$ cat src/rtl/hazard_ctrl.sv
// hazard_ctrl: hazard detection and forwarding-select generation for a 5-stage MIPS pipeline.
// Keeps shadow E/M/W metadata (valid, dst, tnew, src) and derives, combinationally from that
// state and the D-stage inputs, the F/D stall request and the five forwarding-mux selects.
// Optional feature macro: HAZARD_STALL_STATS_EN enables a saturating stall-cycle counter;
// when undefined the counter output is tied to zero and no counter flops are built.
module hazard_ctrl #(
    parameter int unsigned STATS_W = 32
) (
    input  logic               clk_i,
    input  logic               rst_ni,
    input  logic               d_valid_i,
    input  logic [4:0]         d_rs_i,
    input  logic [4:0]         d_rt_i,
    input  logic [1:0]         d_tuse_rs_i,
    input  logic [1:0]         d_tuse_rt_i,
    input  logic [4:0]         d_dst_i,
    input  logic [1:0]         d_tnew_i,
    input  logic [1:0]         d_src_i,
    output logic               stall_o,
    output logic [2:0]         cd_rs_o,
    output logic [2:0]         cd_rt_o,
    output logic [2:0]         ce_a_o,
    output logic [2:0]         ce_b_o,
    output logic [2:0]         cm_i_o,
    output logic [1:0]         m_src_o,
    output logic [1:0]         w_src_o,
    output logic [STATS_W-1:0] stall_count_o
);

    localparam logic [2:0] SelReg = 3'b000;
    localparam logic [2:0] SelM   = 3'b001;
    localparam logic [2:0] SelW   = 3'b010;

    // Shadow pipeline state. W's tnew is never consulted (a W occupant is always ready),
    // so it is not stored.
    logic       e_valid_q, e_valid_d;
    logic [4:0] e_dst_q,   e_dst_d;
    logic [1:0] e_tnew_q,  e_tnew_d;
    logic [1:0] e_src_q,   e_src_d;
    logic [4:0] e_rs_q,    e_rs_d;
    logic [4:0] e_rt_q,    e_rt_d;
    logic       m_valid_q, m_valid_d;
    logic [4:0] m_dst_q,   m_dst_d;
    logic [1:0] m_tnew_q,  m_tnew_d;
    logic [1:0] m_src_q,   m_src_d;
    logic [4:0] m_rt_q,    m_rt_d;
    logic       w_valid_q, w_valid_d;
    logic [4:0] w_dst_q,   w_dst_d;
    logic [1:0] w_src_q,   w_src_d;

    // Stage occupant produces register r; $0 never matches.
    function automatic logic hit(input logic v, input logic [4:0] dst, input logic [4:0] r);
        return v && (dst == r) && (r != 5'd0);
    endfunction

    // M wins over W because it holds the younger value; M only forwards once its result is ready.
    function automatic logic [2:0] fwd_sel(input logic m_hit, input logic m_ready,
                                           input logic w_hit);
        if (m_hit && m_ready) begin
            return SelM;
        end else if (w_hit) begin
            return SelW;
        end else begin
            return SelReg;
        end
    endfunction

    // Stall when a D source would be consumed before the producer's value can reach it.
    // There is no E->D path, so an E producer always blocks a D-stage (tuse 0) consumer.
    function automatic logic src_stall(input logic e_hit, input logic [1:0] e_tnew,
                                       input logic m_hit, input logic [1:0] m_tnew,
                                       input logic [1:0] tuse);
        logic e_blk;
        logic m_blk;
        e_blk = e_hit && ((e_tnew > tuse) || (tuse == 2'd0));
        m_blk = m_hit && (m_tnew > tuse);
        return (tuse != 2'd3) && (e_blk || m_blk);
    endfunction

    logic stall;

    // Hazard detection and forwarding selects from shadow state and D inputs.
    always_comb begin
        logic rs_stall;
        logic rt_stall;
        rs_stall = src_stall(hit(e_valid_q, e_dst_q, d_rs_i), e_tnew_q,
                             hit(m_valid_q, m_dst_q, d_rs_i), m_tnew_q, d_tuse_rs_i);
        rt_stall = src_stall(hit(e_valid_q, e_dst_q, d_rt_i), e_tnew_q,
                             hit(m_valid_q, m_dst_q, d_rt_i), m_tnew_q, d_tuse_rt_i);
        stall    = d_valid_i && (rs_stall || rt_stall);

        cd_rs_o = fwd_sel(hit(m_valid_q, m_dst_q, d_rs_i), m_tnew_q == 2'd0,
                          hit(w_valid_q, w_dst_q, d_rs_i));
        cd_rt_o = fwd_sel(hit(m_valid_q, m_dst_q, d_rt_i), m_tnew_q == 2'd0,
                          hit(w_valid_q, w_dst_q, d_rt_i));
        ce_a_o  = fwd_sel(hit(m_valid_q, m_dst_q, e_rs_q), m_tnew_q == 2'd0,
                          hit(w_valid_q, w_dst_q, e_rs_q));
        ce_b_o  = fwd_sel(hit(m_valid_q, m_dst_q, e_rt_q), m_tnew_q == 2'd0,
                          hit(w_valid_q, w_dst_q, e_rt_q));
        cm_i_o  = (m_valid_q && hit(w_valid_q, w_dst_q, m_rt_q)) ? SelM : SelReg;
    end

    assign stall_o = stall;
    assign m_src_o = m_src_q;
    assign w_src_o = w_src_q;

    // Next shadow state: advance W<-M<-E, load E from D or insert a bubble.
    always_comb begin
        w_valid_d = m_valid_q;
        w_dst_d   = m_dst_q;
        w_src_d   = m_src_q;
        m_valid_d = e_valid_q;
        m_dst_d   = e_dst_q;
        m_tnew_d  = (e_tnew_q == 2'd0) ? 2'd0 : e_tnew_q - 2'd1;
        m_src_d   = e_src_q;
        m_rt_d    = e_rt_q;
        e_valid_d = 1'b0;
        e_dst_d   = 5'd0;
        e_tnew_d  = 2'd0;
        e_src_d   = 2'd0;
        e_rs_d    = 5'd0;
        e_rt_d    = 5'd0;
        if (d_valid_i && !stall) begin
            e_valid_d = 1'b1;
            e_dst_d   = d_dst_i;
            e_tnew_d  = d_tnew_i;
            e_src_d   = d_src_i;
            e_rs_d    = d_rs_i;
            e_rt_d    = d_rt_i;
        end
    end

    // Shadow pipeline registers.
    always_ff @(posedge clk_i or negedge rst_ni) begin
        if (!rst_ni) begin
            e_valid_q <= 1'b0;
            e_dst_q   <= 5'd0;
            e_tnew_q  <= 2'd0;
            e_src_q   <= 2'd0;
            e_rs_q    <= 5'd0;
            e_rt_q    <= 5'd0;
            m_valid_q <= 1'b0;
            m_dst_q   <= 5'd0;
            m_tnew_q  <= 2'd0;
            m_src_q   <= 2'd0;
            m_rt_q    <= 5'd0;
            w_valid_q <= 1'b0;
            w_dst_q   <= 5'd0;
            w_src_q   <= 2'd0;
        end else begin
            e_valid_q <= e_valid_d;
            e_dst_q   <= e_dst_d;
            e_tnew_q  <= e_tnew_d;
            e_src_q   <= e_src_d;
            e_rs_q    <= e_rs_d;
            e_rt_q    <= e_rt_d;
            m_valid_q <= m_valid_d;
            m_dst_q   <= m_dst_d;
            m_tnew_q  <= m_tnew_d;
            m_src_q   <= m_src_d;
            m_rt_q    <= m_rt_d;
            w_valid_q <= w_valid_d;
            w_dst_q   <= w_dst_d;
            w_src_q   <= w_src_d;
        end
    end

`ifdef HAZARD_STALL_STATS_EN
    logic [STATS_W-1:0] stall_count_q, stall_count_d;

    // Saturating count of stalled cycles.
    always_comb begin
        stall_count_d = stall_count_q;
        if (stall && (stall_count_q != {STATS_W{1'b1}})) begin
            stall_count_d = stall_count_q + 1'b1;
        end
    end

    // Stall counter register.
    always_ff @(posedge clk_i or negedge rst_ni) begin
        if (!rst_ni) begin
            stall_count_q <= '0;
        end else begin
            stall_count_q <= stall_count_d;
        end
    end

    assign stall_count_o = stall_count_q;
`else
    assign stall_count_o = '0;
`endif

endmodule

$ cat config.mk
export PLATFORM = sky130hd
export DESIGN_NAME = hazard_ctrl
export DESIGN_NICKNAME = d
export VERILOG_FILES = /design/src/rtl/hazard_ctrl.sv
export SDC_FILE = /design/constraint.sdc
export NUM_CORES = 1
export LEC_CHECK = 0
export CORE_ASPECT_RATIO = 0.9
export CORE_MARGIN = 3
export CORE_UTILIZATION = 52
export CTS_CLUSTER_DIAMETER = 80
export DETAILED_ROUTE_END_ITERATION = 12
export PLACE_DENSITY = 0.95
export SLEW_MARGIN = 20
export SYNTH_ARGS = -nofsm -noshare
export SYNTH_HDL_FRONTEND = slang
export SYNTH_SLANG_ARGS = --single-unit
export TNS_END_PERCENT = 30
$ cat constraint.sdc
create_clock -name clk_i -period 4.67 [get_ports clk_i]
set_input_delay 0.7005 -clock clk_i [delete_from_list [all_inputs] [get_ports clk_i]]
set_output_delay 0.7005 -clock clk_i [all_outputs]
set_load 0.02 [all_outputs]
==> impl_metrics.tcl, run 1 <==
set metrics [dict create \
    run_status "complete, no violations" \
    hold_buffers 0 \
    drc 0 \
    cp_common_cell "clkdlybuf4s50_1" \
    finalNetCount 336 \
    crit_fanout 21 \
    hpwl_um 4320 \
    std_cell_rows 24 \
    n_antenna_cell 0 \
    path_depth 8 \
    final.min_clock_period_ns 3.87 \
    worstPathCellList "clkdlybuf4s50_1 -> or4_4 -> a2bb2oi_2 -> nand4_1 -> buf_4 -> nand3_1 -> o21a_1 -> clkdlybuf4s50_1" \
    clk_pin_slew_worst_paths_ns 0.08 \
    whs_path_depth 0 \
    antenna_found_initial 0 \
    power.density_mw_per_mm2 279 \
    finClkSkew_ns 0.00758 \
    die_w_um 81.7 \
    crit_start "d_rt_i[1]" \
    die_area_mm2 0.00606 \
    via_per_inst 5.02 \
    r2r-end "e_rt_q[1]" \
    cts-root-buf "clkbuf_8" \
    grt_pass1_vias 1862 \
    avgSynthCellArea_um2 10.0 \
    seq_area_mm2 0.00108 \
    finalCritPeriodShare_pct 82.9 \
    cp.arrival_ns 3.17 \
    numPortBuffers 39 \
    clk_path_buf_depth 2 \
    drt-initial-drc-count 112 \
    numClockSinks 43 \
    slew_headroom_pct 39.2 \
    r2r_slack_ns 2.48 \
    drtPass1Iterations 4 \
    place.gp.congestion 0.889 \
    io_pins 78 \
    hold_path.class "flip-flop to flip-flop" \
    detail_route.wl_per_cell_um 15.1 \
    finalNonFillerCells 368 \
    grt_pass1_wl_um 8930 \
    ant_nets 0 \
    cts_tree "built" \
    worstSkewPairLatency_ns 0.30 \
    cts_setup_buffers 0 \
    drive_above_1_share_pct 12.5 \
    routed_wl_um 5550 \
    p_leak_nw 1.35 \
    setup_tns_ns 0 \
    multi_input_area_mm2 0.00138 \
    ctsResizeCount 0 \
    fillers 390 \
    grt.total_usage_pct 20.1 \
    cp-end-kind "output port" \
    vdd_drop_max_mv 0.235 \
    grt_overflow_total 0 \
    coreArea_mm2 0.00492 \
    areaGrowthSynthToFinish_pct 13.6 \
    grt_max_degree 44 \
    crit_end "stall_o" \
    seq_area_frac_synth_pct 40.1 \
    critPathTopFamily "buffers and inverters" \
    initial_core_util_pct 54.4 \
    dp_cells 360 \
    placed_cell_area_mm2 0.00295 \
    netlist_area_mm2 0.00268 \
    htreeDepth 2 \
    r2r_start "m_dst_q[3]" \
    crit_buf_inv 3 \
    ys_types 36 \
    slowest_delay_ns 0.60 \
    ys_ff_latch 43 \
    hold_viol 0 \
    yosys_warnings 0 \
    startpoint_type "input pin" \
    fp.dieH_um 74.1 \
    finish.instance_area_mm2 0.00305 \
    rsz0062_at_grt "false" \
    r2r_cells 5 \
    hold_start "e_src_q[0]" \
    holdWs_ns 0.354 \
    worst_ep_required_time_ns 3.97 \
    maxSlewViolCount 0 \
    setup_violations 0 \
    crit_slowest_cell "or4_4" \
    tightest_slew_ns 0.912 \
    max_cap_violations 0 \
    netlist_instances 267 \
    vias 1848 \
    fmax_ghz 0.258 \
    crit_type "input pin to output port" \
    cts_buffers 5 \
]
how the worst min path moves through the flow:
stage	to	slack, ns
finish	m_src_o[0]	0.35
global route	m_src_o[1]	0.36
CTS	m_src_o[1]	0.35
detailed placement	m_src_o[1]	0.34
global placement	m_src_o[1]	0.34
floorplan	m_src_o[0]	0.33
flip-flops by register name (all words and copies together), names as in the netlist:
register	cells
e_dst_q	5
e_rs_q	5
e_rt_q	5
e_src_q	2
e_tnew_q	2
e_valid_q	1
m_dst_q	5
m_rt_q	5
m_src_o	2
m_tnew_q	2
m_valid_q	1
w_dst_q	5
w_src_o	2
w_valid_q	1
metal layers:
metal	share of wire, %	routed length [um]	vias to the layer above	global-route usage [%]
li1	-	-	877	-
met2	49	2740	83	32.6
met4	2.7	148	0	10.3
met1	41	2280	872	24.7
met5	0	0	-	0
met3	7.0	387	16	5.69
kinds of logic (layout without fill, tap and decap cells):
logic type / Yosys count / in the layout / share of synthesized area [%]
AND/OR/NAND/NOR: 94 / 94 / 19.4
buffers and inverters: 55 / 54 / 13.7
XOR/XNOR: 54 / 54 / 17.6
flip-flops: 43 / 43 / 40.1
AO/OA/AOI/OAI: 12 / 12 / 5.32
adder cells (fa/ha/maj): 8 / 8 / 3.73
other: 1 / 38 / 0.140
cells in the final DEF (no fill, tap or decap), drive strengths merged:
cell type,instances
a2111o,1
nor4,11
nor2,28
and4,1
xor2,14
or4,4
inv,7
nand2,27
nor3,3
clkinv,1
a2bb2oi,3
a211o,1
conb,38
buf,2
nand3,3
a21oi,1
clkbuf,6
dfrtp,43
ha,8
o21a,1
nand4,8
xnor2,40
o21ai,2
nor3b,1
and2,2
or2,1
o2111ai,3
nor2b,5
clkdlybuf4s50,38
stage by stage:
| step | setup WS (ns) | total power [mW] | utilization [%] |
|---|---|---|---|
| 6_report | 0.798 | 0.849 | 61.9 |
| 5_1_grt | 0.691 | 0.893 | 61.9 |
| 4_1_cts | 0.805 | 0.854 | 61.9 |
| 3_5_place_dp | 0.816 | 0.608 | 59.9 |
| 3_3_place_gp | 0.869 | 0.599 | 59.9 |
| 2_1_floorplan | 1.79 | 0.568 | - |
layout make-up:
type	instances	area share [%]
clock buffers	6	2.71
clock inverters	2	0.452
inverters	6	0.739
multi-input cells	206	45.2
flip-flops and latches	43	35.3
well taps	65	2.67
repair buffers	40	12.9
where the power goes:
group / switching [mW] / leakage [nW] / internal [mW] / total [mW]
sequential: 0.0298 / 0.552 / 0.393 / 0.423
clock: 0.127 / 0.0516 / 0.121 / 0.248
combinational: 0.102 / 0.742 / 0.0776 / 0.179
total: 0.258 / 1.35 / 0.591 / 0.849
Yosys cell counts:
library cell  number  area [um2]
nor2b_1            4        25.0
nor2b_2            1        8.76
a211o_2            1        10.0
dfrtp_1           43        1080
or4_4              2        22.5
nand3_1            3        15.0
buf_2              2        10.0
xor2_1            14         123
clkbuf_1           7        26.3
o2111ai_1          1        8.76
nor4_1            11        68.8
o21ai_0            1        5.00
buf_4             38         285
conb_1             1        3.75
nor3b_1            1        7.51
ha_1               8         100
o21ai_2            1        8.76
inv_1              6        22.5
a2111o_2           1        12.5
a2bb2oi_1          2        17.5
o2111ai_4          2        52.6
a21oi_1            1        5.00
nor2_2            17         106
and4_1             1        8.76
o21a_1             1        7.51
or2_0              1        6.26
nor2_4             2        22.5
nand4_1            8        50.1
and2_1             2        12.5
xnor2_1           40         350
nor2_1             9        33.8
nor3_1             3        15.0
buf_6              2        22.5
a2bb2oi_2          1        15.0
nand2_1           27         101
or4_1              2        15.0
No activity file was read; power rests on OpenSTA's default activity.
==> inputs of run 2 (changes only) <==
--- a/config.mk
+++ b/config.mk
@@ -7,10 +7,10 @@
 export LEC_CHECK = 0
 export CORE_ASPECT_RATIO = 0.9
 export CORE_MARGIN = 3
-export CORE_UTILIZATION = 52
+export CORE_UTILIZATION = 48
 export CTS_CLUSTER_DIAMETER = 80
 export DETAILED_ROUTE_END_ITERATION = 12
-export PLACE_DENSITY = 0.95
+export PLACE_DENSITY = 0.91
 export SLEW_MARGIN = 20
 export SYNTH_ARGS = -nofsm -noshare
 export SYNTH_HDL_FRONTEND = slang
==> constraint.sdc (replaced) <==
create_clock -name clk_i -period 3.65 [get_ports clk_i]
set_input_delay 0.5475 -clock clk_i [delete_from_list [all_inputs] [get_ports clk_i]]
set_output_delay 0.5475 -clock clk_i [all_outputs]
set_load 0.02 [all_outputs]
==> run 2 against run 1 <==
Via count grew 3.1%. Register-to-register slack lost 0.96 ns. Flip-flop and latch count unchanged. Critical path depth fell by 1. Die area increased by 7.7%. Final area grew 2.8%. Non-clock buffer count increased by 5. Combinational power rose by 31%. First-iteration DRC count increased by 7.1%. Critical path type unchanged. Critical endpoint is now cd_rs_o[1]. Largest power group unchanged.
==> impl_metrics.tcl, run 2 (synthesis results as in run 1) <==
set metrics [dict create \
    dp_cells 367 \
    finalPower_mw 1.22 \
    clk_path_buf_depth 2 \
    hold_path.class "flip-flop to flip-flop" \
    detail_route.wl_per_cell_um 15.0 \
    routed_wl_um 5640 \
    finalCritPeriodShare_pct 95.9 \
    drtPass1Iterations 4 \
    via_per_inst 5.08 \
    slew_headroom_pct 39.9 \
    setup_violations 0 \
    final.min_clock_period_ns 3.50 \
    antenna_found_initial 0 \
    areaGrowthSynthToFinish_pct 16.8 \
    p_leak_nw 1.39 \
    cp.arrival_ns 2.95 \
    setup_tns_ns 0 \
    die_w_um 84.8 \
    initial_core_util_pct 50.4 \
    drc 0 \
    finClkSkew_ns 0.00691 \
    worst_ep_required_time_ns 3.10 \
    cp-end-kind "output port" \
    coreArea_mm2 0.00532 \
    numClockSinks 43 \
    cts_setup_buffers 0 \
    die_area_mm2 0.00652 \
    vdd_drop_max_mv 0.329 \
    io_pins 78 \
    cts-root-buf "clkbuf_8" \
    fillers 425 \
    grt.total_usage_pct 18.1 \
    grt_pass1_wl_um 9160 \
    vias 1905 \
    numPortBuffers 39 \
    drt-initial-drc-count 120 \
    htreeDepth 2 \
    grt_max_degree 44 \
    run_status "complete, no violations" \
    crit_fanout 5 \
    place.gp.congestion 0.935 \
    r2r_cells 7 \
    mostFrequentLayoutCell "dfrtp_1" \
    maxSlewViolCount 0 \
    clk_pin_slew_worst_paths_ns 0.08 \
    finalNetCount 341 \
    hold_viol 0 \
    fp.dieH_um 76.9 \
    r2r_start "e_tnew_q[1]" \
    cts_tree "built" \
    drive_above_1_share_pct 14.0 \
    tightest_slew_ns 0.902 \
    crit_end "cd_rs_o[1]" \
    crit_start "d_rs_i[1]" \
    crit_type "input pin to output port" \
    power.density_mw_per_mm2 389 \
    holdWs_ns 0.354 \
    max_cap_violations 0 \
    n_antenna_cell 0 \
    ant_nets 0 \
    r2r-end "e_rs_q[1]" \
    r2r_slack_ns 1.52 \
    hpwl_um 4240 \
    final_cell_mix "dfrtp_1, xnor2_1, conb_1, clkdlybuf4s50_1, nand2_1" \
    grt_overflow_total 0 \
    hold_buffers 0 \
    worstSkewPairLatency_ns 0.30 \
    ctsResizeCount 0 \
    startpoint_type "input pin" \
    rsz0062_at_grt "false" \
    finalNonFillerCells 375 \
    std_cell_rows 25 \
    fmax_ghz 0.286 \
    grt_pass1_vias 1918 \
    cts_buffers 5 \
]
-- run 2: per-layer routing --
metal  global-route usage (%)  share of wire (%)
met1                     21.2                 39
met2                     29.9                 50
met3                     4.51                5.9
met4                     10.6                4.4
met5                        0                  0
-- run 2: through the flow --
stage / util [%] / setup slack [ns] / instance area, um2
detailed placement: 56.2 / 0.174 / 2990
floorplan: - / 1.07 / 2820
global route: 58.9 / 0.0791 / 3130
finish: 58.9 / 0.149 / 3130
CTS: 58.9 / 0.155 / 3130
global placement: 56.2 / 0.234 / 2990
-- run 2: worst max-delay path, cell delays in order --
cell             delay (ns)
clkdlybuf4s50_1        0.62
xor2_1                 0.20
nor4_1                 0.07
nand3_1                0.20
nor3_1                 0.10
nor4_1                 0.50
clkdlybuf4s50_1        0.71
-- run 2: layout make-up --
| class | count | area (um2) | share of cell area (%) |
|---|---|---|---|
| sequential | 43 | 1080 | 34.4 |
| multi-input combinational | 206 | 1380 | 44.0 |
| inverter | 6 | 22.5 | 0.719 |
| timing repair buffer | 45 | 430 | 13.7 |
| clock buffer | 5 | 68.8 | 2.20 |
| tap | 67 | 83.8 | 2.68 |
| clock inverter | 3 | 71.3 | 2.28 |
-- run 2: worst min-delay path by stage --
| stage | from | end | slack [ns] | cells past startpoint |
|---|---|---|---|---|
| 6_report | e_src_q[1] | m_src_o[1] | 0.35 | 0 |
| 5_1_grt | e_src_q[1] | m_src_o[1] | 0.37 | 0 |
| 4_1_cts | e_src_q[1] | m_src_o[1] | 0.36 | 0 |
| 3_5_place_dp | e_src_q[1] | m_src_o[1] | 0.34 | 0 |
| 3_3_place_gp | e_src_q[1] | m_src_o[1] | 0.34 | 0 |
| 2_1_floorplan | rst_ni | e_dst_q[0] | 0.25 | 0 |
-- run 2: power breakdown --
part | switching (mW) | leakage [nW] | internal, mW
registers | 0.0375 | 0.552 | 0.502
clock network | 0.166 | 0.0703 | 0.277
logic | 0.132 | 0.767 | 0.102
total | 0.335 | 1.39 | 0.882
